File: src/rtl/adder_pkg.sv
// Shared constants for the sequential 64-bit adder: slice geometry, controller
// state encodings and the signed-overflow rule.
package adder_pkg;

    localparam int DEF_SLICE_W    = 16;
    localparam int DEF_NUM_SLICES = 4;
    localparam int IDX_W          = $clog2(DEF_NUM_SLICES);

    typedef logic [1:0] state_t;

    localparam state_t ST_IDLE = 2'd0;
    localparam state_t ST_ADD  = 2'd1;
    localparam state_t ST_DONE = 2'd2;

    // Two's-complement overflow: like-signed operands produced an opposite-signed sum.
    function automatic logic signed_ovf(input logic a_msb, input logic b_msb, input logic s_msb);
        return (a_msb == b_msb) && (s_msb != a_msb);
    endfunction

endpackage

File: src/rtl/adder64_seq_ctrl_fa16.sv
// 16-bit ripple full adder used as the single shared datapath slice.
module FullAdder16Bit (
    input  logic        Ci,
    input  logic [15:0] A,
    input  logic [15:0] B,
    output logic [15:0] S,
    output logic        Co
);

    logic [16:0] w_sum;

    assign w_sum = {1'b0, A} + {1'b0, B} + {16'b0, Ci};
    assign S     = w_sum[15:0];
    assign Co    = w_sum[16];

endmodule

File: src/rtl/adder64_seq_ctrl.sv
// 64-bit A+B+Ci computed over NUM_SLICES cycles through one shared 16-bit slice,
// with the inter-slice carry held in a register and valid/ready on both sides.
module adder64_seq_ctrl
    import adder_pkg::*;
#(
    parameter int SLICE_W    = DEF_SLICE_W,
    parameter int NUM_SLICES = DEF_NUM_SLICES
) (
    input  logic                          Clk,
    input  logic                          Rst,
    input  logic                          InValid,
    output logic                          InReady,
    input  logic [SLICE_W*NUM_SLICES-1:0] A,
    input  logic [SLICE_W*NUM_SLICES-1:0] B,
    input  logic                          Ci,
    output logic                          OutValid,
    input  logic                          OutReady,
    output logic [SLICE_W*NUM_SLICES-1:0] S,
    output logic                          Co,
    output logic                          Ovf,
    output logic                          Busy
);

    localparam int TOTAL_W  = SLICE_W * NUM_SLICES;
    localparam int IDX_BITS = (NUM_SLICES > 1) ? $clog2(NUM_SLICES) : 1;
    localparam logic [IDX_BITS-1:0] LAST_IDX = IDX_BITS'(NUM_SLICES - 1);

    state_t                r_state;
    logic [IDX_BITS-1:0]   r_idx;
    logic [TOTAL_W-1:0]    r_a;
    logic [TOTAL_W-1:0]    r_b;
    logic [TOTAL_W-1:0]    r_s;
    logic                  r_carry;
    logic                  r_co;
    logic                  r_ovf;

    logic [SLICE_W-1:0]    w_a_slices [NUM_SLICES];
    logic [SLICE_W-1:0]    w_b_slices [NUM_SLICES];
    logic [SLICE_W-1:0]    w_slice_a;
    logic [SLICE_W-1:0]    w_slice_b;
    logic [SLICE_W-1:0]    w_slice_s;
    logic                  w_slice_co;

    genvar gi;
    generate
        for (gi = 0; gi < NUM_SLICES; gi++) begin : g_slice_mux
            assign w_a_slices[gi] = r_a[gi*SLICE_W +: SLICE_W];
            assign w_b_slices[gi] = r_b[gi*SLICE_W +: SLICE_W];
        end
    endgenerate

    assign w_slice_a = w_a_slices[r_idx];
    assign w_slice_b = w_b_slices[r_idx];

    // Carry into the slice always comes from r_carry, never from this cycle's slice output.
    FullAdder16Bit u_slice (
        .Ci (r_carry),
        .A  (w_slice_a),
        .B  (w_slice_b),
        .S  (w_slice_s),
        .Co (w_slice_co)
    );

    always_ff @(posedge Clk or posedge Rst) begin
        if (Rst) begin
            r_state <= ST_IDLE;
            r_idx   <= '0;
            r_a     <= '0;
            r_b     <= '0;
            r_s     <= '0;
            r_carry <= 1'b0;
            r_co    <= 1'b0;
            r_ovf   <= 1'b0;
        end else begin
            case (r_state)
                ST_IDLE: begin
                    if (InValid) begin
                        r_a     <= A;
                        r_b     <= B;
                        r_carry <= Ci;
                        r_s     <= '0;
                        r_idx   <= '0;
                        r_state <= ST_ADD;
                    end
                end
                ST_ADD: begin
                    r_s[r_idx*SLICE_W +: SLICE_W] <= w_slice_s;
                    r_carry <= w_slice_co;
                    r_idx   <= r_idx + IDX_BITS'(1);
                    if (r_idx == LAST_IDX) begin
                        r_state <= ST_DONE;
                        r_co    <= w_slice_co;
                        r_ovf   <= signed_ovf(r_a[TOTAL_W-1], r_b[TOTAL_W-1], w_slice_s[SLICE_W-1]);
                    end
                end
                ST_DONE: begin
                    if (OutReady) begin
                        r_state <= ST_IDLE;
                    end
                end
                default: begin
                    r_state <= ST_IDLE;
                end
            endcase
        end
    end

    assign InReady  = (r_state == ST_IDLE);
    assign OutValid = (r_state == ST_DONE);
    assign Busy     = (r_state != ST_IDLE);
    assign S        = r_s;
    assign Co       = r_co;
    assign Ovf      = r_ovf;

endmodule

File: config.mk
export PLATFORM = sky130hd
export DESIGN_NAME = adder64_seq_ctrl
export DESIGN_NICKNAME = d
export VERILOG_FILES = /design/src/rtl/adder_pkg.sv /design/src/rtl/adder64_seq_ctrl_fa16.sv /design/src/rtl/adder64_seq_ctrl.sv
export SDC_FILE = /design/constraint.sdc
export NUM_CORES = 1
export LEC_CHECK = 0
export BUFFER_PORTS_ARGS = -buffer_cell sky130_fd_sc_hd__buf_2
export CAP_MARGIN = 20
export CORE_MARGIN = 1
export CORE_UTILIZATION = 45
export DETAILED_ROUTE_END_ITERATION = 12
export PLACE_DENSITY = 0.75
export SLEW_MARGIN = 20
export SYNTH_ARGS = -nofsm -noshare
export SYNTH_HDL_FRONTEND = slang
export SYNTH_SLANG_ARGS = --single-unit
File: constraint.sdc
create_clock -name Clk -period 5.8 [get_ports Clk]
set_input_delay 0.87 -clock Clk [delete_from_list [all_inputs] [get_ports Clk]]
set_output_delay 0.87 -clock Clk [all_outputs]
set_load 0.02 [all_outputs]
==> out/qor.csv, run 1 <==
stage,metric,value,unit
run_status,run status,"finished, final reports clean",
finish,area growth from synthesis to layout,21.4,%
timing,RSZ-0062 raised after global routing,no,
timing,final-layout setup total negative slack,0,ns
critical_path,data arrival time of the critical path,4.27,ns
placement,final weighted congestion of routability-driven global placement,0.805,
floorplanning,horizontal extent of the die,143,um
detailed_routing,Iteration-0 DRC Markers,326,
detailed_routing,final WL,20700,um
clock_network,post-cts gate resize count,0,
clock_network,TritonCTS Buffers,17,
synth,Synth async-reset ratio,1.00,
global_route,gr ovfl total,0,
placement,number of port buffers,201,
timing,top achievable clock speed,251,MHz
critical_path,data required time at the worst endpoint,6.09,ns
floorplanning,height of the die,143,um
synth,largest family of logic cells by synthesized area,multiplexers,
job,max_cap viols,0,
synth,distinct cell type count of the synthesized netlist,49,
finish,share of post-route cells with drive strength above 1,0.504,
floorplanning,placeable core area,0.0195,mm2
synth,share of the synthesized netlist area taken by xor and xnor gates,0.0117,
clock_network,Root Driver,sky130_fd_sc_hd__clkbuf_16,
synth,"basic-gate share of the synthesized area counting and, or, nand and nor cells",0.0359,
clock_network,TritonCTS clock tree,yes,
global_route,total routing usage reported by global routing,0.212,
timing,Finish-stage setup viols,0,
detailed_routing,total number of vias,5923,
clock_network,hold bufs inserted after CTS,0,
synth,gate count after technology mapping,619,
timing,final worst path period need,3.99,ns
clock_network,clk buf depth,2,
synth,post-synthesis compound-gate area fraction,0.101,
clock_network,clock transition at the registers of the reported paths,0.07,ns
detailed_routing,per-cell routed wire length,19.0,um
finish,number of nets in the final layout,964,
synth,number of synthesis warnings,0,
floorplanning,Die ar.,0.0205,mm2
global_route,maximum number of pins on one net before global-route repair,200,
clock_network,clock network latency to the later pin of the worst-skew pair,0.44,ns
global_route,wire length of the first global-routing pass,32600,um
timing,worst slew margin relative to its limit,0.376,
timing,final clock skew,0.0141,ns
synth,number of enable-type register cells in the synthesized netlist,0,
timing,number of endpoints with negative hold slack in the final report,0,
floorplanning,Cell Rows,51,
synth,share of the yosys chip area belonging to registers,0.556,
placement,# placed instances,1055,
synth,synth top area cells,"sky130_fd_sc_hd__dfrtp_1 56%, sky130_fd_sc_hd__mux2_2 16%, sky130_fd_sc_hd__mux4_2 8.0%, sky130_fd_sc_hd__a22o_1 5.1%, sky130_fd_sc_hd__ha_1 2.7%",
critical_path,critical path class,flip-flop to flip-flop,
critical_path,master of the slowest instance on the critical path,sky130_fd_sc_hd__dfrtp_2,
clock_network,# clock sinks,199,
synth,total nets after synthesis,773,
detailed_routing,number of vias per cell after detailed routing,5.44,
detailed_routing,drt drc,0,
timing,final period utilization,0.687,
floorplanning,Ports,202,
critical_path,startpoint types,flip-flop,
synth,top_reg_cell synth,sky130_fd_sc_hd__dfrtp_1,
worst_hold_path,Min-Delay Path Class,flip-flop to flip-flop,
critical_path,type of destination of the critical path,flip-flop,
global_route,antenna violations before repair,2,
timing,number of pins exceeding their max-slew limit in the final report,0,
placement,DPL Wire Length,14800,um
floorplanning,initial core utilization,0.460,
clock_network,number of H-tree levels,4,
clock_network,Post-CTS Setup Inserts,0,
synth,adder and majority cell fraction of the synthesized area,0.0310,
finish,"count of placed standard cells in the final layout, fillers left out",1089,
synth,share of the synthesized area in the top cell type,0.556,
critical_path,maximum net fanout on the critical path,35,
synth,synthesized flop and latch total,199,
critical_path,Buf/Inv on CP,0,
timing,worst hold slack,0.483,ns
critical_path,kind of cell with the highest combined delay on the critical path,compound AO/OA/AOI/OAI gates,
synth,post-synthesis instance area,0.00896,mm2
critical_path,"Largest stage delay, worst path",0.92,ns
global_route,number of global-route vias before repair,5958,
detailed_routing,remaining number of nets flagged by the antenna check after routing,0,
synth,syn avg cell area,14.5,um2
critical_path,cell repeated most along the worst path,sky130_fd_sc_hd__fa_1,
critical_path,worst path cell trace,"mux4_2, fa_1, fa_1, a21o_1, a221oi_2, a211o_1, nand2b_1, a311oi_1, o21ai_0",
timing,transition time of the tightest slew-check pin,0.937,ns
detailed_routing,drt first pass iters,4,
synth,proportion of synthesized area in mux cells,0.241,
synth,"area leader, netlist",sky130_fd_sc_hd__dfrtp_1,
## synth_stat cells, types with 4 or more instances
cell                       number
sky130_fd_sc_hd__nand2_1       22
sky130_fd_sc_hd__mux2_2       128
sky130_fd_sc_hd__a22o_1        52
sky130_fd_sc_hd__buf_2         21
sky130_fd_sc_hd__ha_1          19
sky130_fd_sc_hd__dfrtp_1      199
sky130_fd_sc_hd__inv_1          9
sky130_fd_sc_hd__o21ai_0       21
sky130_fd_sc_hd__xnor2_1        5
sky130_fd_sc_hd__xor2_1         7
sky130_fd_sc_hd__a21oi_1       17
sky130_fd_sc_hd__clkbuf_1      12
sky130_fd_sc_hd__nand2b_1       4
sky130_fd_sc_hd__mux4_2        32
sky130_fd_sc_hd__nand3_1        5
sky130_fd_sc_hd__a21o_1         9
sky130_fd_sc_hd__nor2_1         7
## worst reg2reg max path, delay by kind of cell, from the launching register on
| family | cells | cell delay (ns) |
|---|---|---|
| compound gates | 5 | 1.48 |
| fa+ha+maj | 2 | 0.88 |
| simple gates | 1 | 0.08 |
| mux | 1 | 0.48 |
| flops | 1 | 0.92 |
## flip-flops by register name (all words and copies together), names as in the netlist
signal	flops
r_a	64
r_carry	1
r_idx	2
r_b	64
S	64
r_state	2
Co	1
Ovf	1
## worst paths after layout
kind | from | endpoint | slack (ns) | cells after the start
setup / recovery | r_idx[1] | S[14] | 1.81 | 9
min in group asynchronous | Rst | r_b[30] | 0.55 | 3
setup reg to reg | r_idx[1] | S[14] | 1.81 | 9
hold / removal | S[30] | S[30] | 0.48 | 2
hold reg to reg | S[30] | S[30] | 0.48 | 2
max in group asynchronous | Rst | r_b[19] | 4.36 | 4
## cells by family after synthesis
logic type,Yosys count
mux,160
xor+xnor,12
flops,199
compound gates,121
buf+inv,45
simple gates,61
fa+ha+maj,21
## final cells by class
type	instances	area, um2
repair buffers	208	1100
diodes	1	2.50
flip-flops and latches	199	4980
multi-input cells	375	3800
clock inverters	14	181
well taps	265	332
fillers	1579	8580
inverters	9	37.5
clock buffers	18	439
## layer usage
layer | track usage | wire [um]
met5 | 0 | 10
met4 | 0.0651 | 284
met3 | 0.0469 | 1290
met2 | 0.335 | 9840
met1 | 0.292 | 9250
## stage by stage
stage	setup slack (ns)	util	area [um2]
global route	1.47	0.559	10900
global placement	1.94	0.526	10200
floorplan	2.30	-	8960
finish	1.81	0.559	10900
CTS	1.80	0.558	10900
detailed placement	1.79	0.526	10200
## placed cells by master, fill, tap and decap left out, types with 5 or more instances in the layout
cell and instances:
sky130_fd_sc_hd__buf_2 201, sky130_fd_sc_hd__dfrtp_1 197, sky130_fd_sc_hd__mux2_2 128, sky130_fd_sc_hd__a22o_1 52, sky130_fd_sc_hd__mux4_2 32, sky130_fd_sc_hd__nand2_1 22
sky130_fd_sc_hd__o21ai_0 21, sky130_fd_sc_hd__ha_1 19, sky130_fd_sc_hd__clkbuf_16 17, sky130_fd_sc_hd__a21oi_1 15, sky130_fd_sc_hd__a21o_1 9, sky130_fd_sc_hd__inv_1 8
sky130_fd_sc_hd__nor2_1 7, sky130_fd_sc_hd__xor2_1 7, sky130_fd_sc_hd__inv_8 6, sky130_fd_sc_hd__xnor2_1 5, sky130_fd_sc_hd__nand3_1 5
Power of run 1 is left out: the tool's default activity adds up to more than one toggle a clock period on the data nets, which glitch-free logic cannot reach.
==> inputs of run 2 (changes only) <==
- PLACE_DENSITY: 0.75 -> 0.72
- clock period: 5.8 -> 4 ns (I/O delays scaled with it)
==> run 2 against run 1 <==
Compared with the run above:
- via count down 0.47%
- sequential share of layout area about the same
- largest cell class unchanged
- design area about the same
- routed wire length shrank 1.4%
==> out/qor.csv, run 2 (synthesis results as in run 1) <==
stage,metric,value,unit
run_status,run status,"finished, final reports clean",
global_route,number of global-route vias before repair,5973,
clock_network,post-cts gate resize count,0,
timing,number of endpoints with negative hold slack in the final report,0,
critical_path,data required time at the worst endpoint,4.31,ns
floorplanning,Die ar.,0.0205,mm2
detailed_routing,total number of vias,5895,
finish,most frequent standard cell in the layout excluding fill and tap cells,sky130_fd_sc_hd__buf_2,
finish,area growth from synthesis to layout,21.4,%
global_route,met1 Resource Use GR,0.310,
critical_path,maximum net fanout on the critical path,31,
detailed_routing,remaining number of nets flagged by the antenna check after routing,0,
detailed_routing,Iteration-0 DRC Markers,322,
clock_network,Post-CTS Setup Inserts,0,
critical_path,startpoint types,flip-flop,
floorplanning,horizontal extent of the die,143,um
clock_network,clk buf depth,2,
clock_network,hold bufs inserted after CTS,0,
clock_network,TritonCTS clock tree,yes,
floorplanning,Ports,202,
placement,number of port buffers,201,
clock_network,clock network latency to the later pin of the worst-skew pair,0.43,ns
global_route,wire length of the first global-routing pass,32500,um
finish,number of nets in the final layout,971,
floorplanning,height of the die,143,um
finish,most used cells in the layout excluding fill and tap cells,"201 x sky130_fd_sc_hd__buf_2, 197 x sky130_fd_sc_hd__dfrtp_1, 128 x sky130_fd_sc_hd__mux2_2",
critical_path,critical path class,flip-flop to flip-flop,
timing,Finish-stage setup viols,0,
detailed_routing,drt drc,0,
clock_network,# clock sinks,199,
worst_hold_path,Min-Delay Path Class,primary input to async pin,
detailed_routing,number of vias per cell after detailed routing,5.38,
floorplanning,Cell Rows,51,
placement,final weighted congestion of routability-driven global placement,0.781,
floorplanning,placeable core area,0.0195,mm2
timing,number of pins exceeding their max-slew limit in the final report,0,
clock_network,clock transition at the registers of the reported paths,0.07,ns
global_route,gr ovfl total,0,
global_route,maximum number of pins on one net before global-route repair,132,
global_route,fraction of met3 tracks used by global routing,0.0366,
timing,worst slew margin relative to its limit,0.476,
detailed_routing,per-cell routed wire length,18.6,um
clock_network,number of H-tree levels,4,
clock_network,Root Driver,sky130_fd_sc_hd__clkbuf_16,
clock_network,TritonCTS Buffers,17,
critical_path,type of destination of the critical path,flip-flop,
timing,final-layout setup total negative slack,0,ns
placement,DPL Wire Length,14900,um
job,max_cap viols,0,
timing,"crit path setup slack, layout",0.552,ns
finish,"count of placed standard cells in the final layout, fillers left out",1095,
global_route,total routing usage reported by global routing,0.210,
critical_path,worst path cell trace,"buf_4, mux4_2, ha_1, a21oi_2, o211ai_1, a2111oi_2, o221ai_2, nor3b_2, a211o_1",
timing,RSZ-0062 raised after global routing,no,
detailed_routing,final WL,20400,um
placement,Setup Slack @ Placement,0.488,ns
timing,transition time of the tightest slew-check pin,0.786,ns
placement,# placed instances,1063,
critical_path,kind of cell with the highest combined delay on the critical path,compound AO/OA/AOI/OAI gates,
timing,final period utilization,0.862,
detailed_routing,drt first pass iters,5,
critical_path,Buf/Inv on CP,1,
critical_path,"Largest stage delay, worst path",0.60,ns
critical_path,master of the slowest instance on the critical path,sky130_fd_sc_hd__mux4_2,
finish,share of post-route cells with drive strength above 1,0.506,
global_route,Top Usage Layer GRT,met2,
finish,fill cell total of the finished layout,1574,
critical_path,data arrival time of the critical path,3.76,ns
timing,worst hold slack,0.0682,ns
finish,ANT cells,0,
timing,top achievable clock speed,290,MHz
timing,final clock skew,0.0105,ns
timing,final worst path period need,3.45,ns
global_route,met2 demand-to-capacity share in global routing,0.319,
global_route,antenna violations before repair,0,
floorplanning,initial core utilization,0.460,
## run 2: worst paths after layout
path                       startpoint         end  slack [ns]  cells past startpoint
max reg2reg                  r_idx[0]         Ovf        0.55                      9
max                          r_idx[0]         Ovf        0.55                      9
min in group Clk             OutReady  r_state[1]        0.37                      2
min                               Rst       S[59]        0.07                      2
max in group asynchronous         Rst     r_b[20]        2.93                      3
min reg2reg                     S[30]       S[30]        0.48                      2
## run 2: metal layers
layer | up-vias | wire [um]
met3 | 16 | 1150
met2 | 197 | 9220
li1 | 2718 | -
met4 | 0 | 196
met1 | 2964 | 9820
met5 | - | 0
## run 2: final cells by class
| cell class | count | area (um2) | area share |
|---|---|---|---|
| timing repair buffer | 215 | 1140 | 0.104 |
| inverter | 9 | 37.5 | 0.00345 |
| multi-input combinational | 375 | 3790 | 0.348 |
| sequential | 199 | 4980 | 0.458 |
| clock inverter | 12 | 139 | 0.0128 |
| clock buffer | 20 | 467 | 0.0429 |
| tap | 265 | 332 | 0.0305 |
## run 2: through the flow
step / util / area [um2]
2_1_floorplan: - / 8960
3_3_place_gp: 0.528 / 10300
3_5_place_dp: 0.528 / 10300
4_1_cts: 0.559 / 10900
5_1_grt: 0.559 / 10900
6_report: 0.559 / 10900
Power of run 2 is left out for the same reason.
==> inputs of run 3 (changes only) <==
- SYNTH_HIERARCHICAL: default -> 1
==> run 3 against run 2 <==
Compared with the run above:
- core utilization is 1.7 points lower
- die area is 8.6% higher
- routed wire length is 9.1% higher
- non-clock buffer count is 4 lower
- area after synthesis is 8.7% higher
- count of clock-buffer cells in the layout is 1 lower
- critical path depth stayed put
- cell count is 0.46% higher
- sequential share of layout area is 2.2 points lower
- fmax is 3.1% lower
==> out/qor.csv, run 3 <==
stage,metric,value,unit
run_status,run status,"finished, final reports clean",
global_route,gr ovfl total,0,
synth,most common cell in the netlist,sky130_fd_sc_hd__dfrtp_1,
clock_network,Post-CTS Setup Inserts,0,
synth,"basic-gate share of the synthesized area counting and, or, nand and nor cells",0.0356,
floorplanning,horizontal extent of the die,149,um
critical_path,data arrival time of the critical path,3.92,ns
clock_network,clock transition at the registers of the reported paths,0.07,ns
detailed_routing,remaining number of nets flagged by the antenna check after routing,0,
synth,largest family of logic cells by synthesized area,multiplexers,
synth,syn avg cell area,15.8,um2
critical_path,startpoint types,flip-flop,
global_route,antenna violations before repair,3,
timing,transition time of the tightest slew-check pin,0.988,ns
clock_network,Root Driver,sky130_fd_sc_hd__clkbuf_16,
synth,share of the synthesized netlist area taken by xor and xnor gates,0.0108,
global_route,wire length of the first global-routing pass,35400,um
clock_network,hold bufs inserted after CTS,0,
worst_hold_path,Min-Delay Path Class,primary input to async pin,
synth,proportion of synthesized area in mux cells,0.273,
synth,top_reg_cell synth,sky130_fd_sc_hd__dfrtp_1,
clock_network,clk buf depth,2,
placement,number of port buffers,201,
synth,Synth top cells by count,"199 x sky130_fd_sc_hd__dfrtp_1, 120 x sky130_fd_sc_hd__mux2_4, 65 x sky130_fd_sc_hd__a22o_1, 32 x sky130_fd_sc_hd__mux4_2, 21 x sky130_fd_sc_hd__ha_1",
timing,final clock skew,0.0100,ns
synth,share of the synthesized area in the top cell type,0.511,
floorplanning,initial core utilization,0.462,
synth,adder and majority cell fraction of the synthesized area,0.0311,
floorplanning,height of the die,149,um
synth,post-synthesis compound-gate area fraction,0.0947,
synth,share of the yosys chip area belonging to registers,0.511,
detailed_routing,drt first pass iters,4,
finish,share of post-route cells with drive strength above 1,0.512,
synth,distinct cell type count of the synthesized netlist,51,
synth,synth top area cells,"sky130_fd_sc_hd__dfrtp_1 51%, sky130_fd_sc_hd__mux2_4 18%, sky130_fd_sc_hd__mux4_2 7.4%, sky130_fd_sc_hd__a22o_1 5.8%, sky130_fd_sc_hd__ha_1 2.7%",
clock_network,number of H-tree levels,4,
finish,area growth from synthesis to layout,17.4,%
finish,number of nets in the final layout,966,
timing,top achievable clock speed,281,MHz
floorplanning,Die ar.,0.0222,mm2
detailed_routing,final WL,22300,um
synth,Synth async-reset ratio,1.00,
floorplanning,Ports,202,
detailed_routing,Iteration-0 DRC Markers,241,
synth,number of synthesis warnings,6,
timing,number of endpoints with negative hold slack in the final report,0,
detailed_routing,drt drc,0,
floorplanning,placeable core area,0.0211,mm2
global_route,number of global-route vias before repair,6136,
timing,final worst path period need,3.56,ns
synth,"area leader, netlist",sky130_fd_sc_hd__dfrtp_1,
clock_network,post-cts gate resize count,0,
global_route,total routing usage reported by global routing,0.213,
synth,synthesized flop and latch total,199,
critical_path,critical path class,flip-flop to flip-flop,
clock_network,TritonCTS Buffers,17,
global_route,maximum number of pins on one net before global-route repair,91,
critical_path,data required time at the worst endpoint,4.36,ns
synth,gate count after technology mapping,615,
critical_path,type of destination of the critical path,flip-flop,
placement,final weighted congestion of routability-driven global placement,0.813,
timing,number of pins exceeding their max-slew limit in the final report,0,
floorplanning,Cell Rows,53,
synth,number of enable-type register cells in the synthesized netlist,0,
synth,total nets after synthesis,771,
detailed_routing,number of vias per cell after detailed routing,5.36,
synth,post-synthesis instance area,0.00974,mm2
timing,final period utilization,0.890,
timing,final-layout setup total negative slack,0,ns
timing,worst slew margin relative to its limit,0.336,
placement,DPL Wire Length,16600,um
detailed_routing,total number of vias,5895,
finish,most used cells in the layout excluding fill and tap cells,"201 x sky130_fd_sc_hd__buf_2, 197 x sky130_fd_sc_hd__dfrtp_1, 120 x sky130_fd_sc_hd__mux2_4",
finish,most frequent standard cell in the layout excluding fill and tap cells,sky130_fd_sc_hd__buf_2,
critical_path,maximum net fanout on the critical path,12,
timing,Finish-stage setup viols,0,
timing,RSZ-0062 raised after global routing,no,
clock_network,TritonCTS clock tree,yes,
clock_network,clock network latency to the later pin of the worst-skew pair,0.43,ns
job,max_cap viols,0,
detailed_routing,per-cell routed wire length,20.2,um
clock_network,# clock sinks,199,
-- run 3: metrics by stage --
step | hold slack [ns] | setup WS (ns) | area, um2 | util | cells
2_1_floorplan | 0.475 | 0.499 | 9740 | - | 615
3_3_place_gp | 0.481 | 0.598 | 10900 | 0.515 | 1066
3_5_place_dp | 0.486 | 0.506 | 10900 | 0.515 | 1066
4_1_cts | 0.214 | 0.495 | 11400 | 0.542 | 1098
5_1_grt | 0.239 | 0.254 | 11400 | 0.542 | 1098
6_report | 0.212 | 0.441 | 11400 | 0.542 | 1100
-- run 3: critical path: stages (launching register included) --
cell	delay (ns)
sky130_fd_sc_hd__dfrtp_2	0.58
sky130_fd_sc_hd__buf_4	0.33
sky130_fd_sc_hd__mux4_2	0.58
sky130_fd_sc_hd__ha_1	0.37
sky130_fd_sc_hd__a21oi_1	0.12
sky130_fd_sc_hd__o21a_1	0.21
sky130_fd_sc_hd__o21ai_0	0.36
sky130_fd_sc_hd__a21oi_1	0.15
sky130_fd_sc_hd__xnor2_1	0.53
sky130_fd_sc_hd__a22o_1	0.25
-- run 3: kinds of logic after synthesis --
family                     after synthesis
adders and majority gates               23
buffers and inverters                   45
muxes                                  164
and+or+nand+nor                         54
AOI/OAI and AO/OA                      118
DFF                                    199
xor gates and xnor gates                12
-- run 3: cell type report --
type | instances | area [um2]
Antenna cell | 2 | 5.00
Clock buffer | 19 | 433
Clock inverter | 13 | 144
Fill cell | 1756 | 9650
Inverter | 10 | 41.3
Multi-Input combinational cell | 371 | 4330
Sequential cell | 199 | 4980
Tap cell | 275 | 344
Timing Repair Buffer | 211 | 1160
-- run 3: layer usage --
metal | up-vias | share of wire | global-route usage
met5 | - | 0 | 0
met4 | 0 | 0.010 | 0.0490
met3 | 14 | 0.057 | 0.0502
met2 | 185 | 0.49 | 0.352
met1 | 2986 | 0.45 | 0.284
li1 | 2710 | - | -
-- run 3: worst paths after layout --
kind                            startpoint    endpoint  slack (ns)  cells past startpoint
worst max-delay path              r_idx[0]        S[8]        0.44                      9
worst min-delay path                   Rst     r_a[22]        0.21                      2
worst max register to register    r_idx[0]        S[8]        0.44                      9
worst min register to register       S[17]       S[17]        0.50                      1
max in group asynchronous              Rst        S[7]        2.94                      3
min in group Clk                  OutReady  r_state[1]        0.39                      2
Power of run 3 is left out for the same reason.
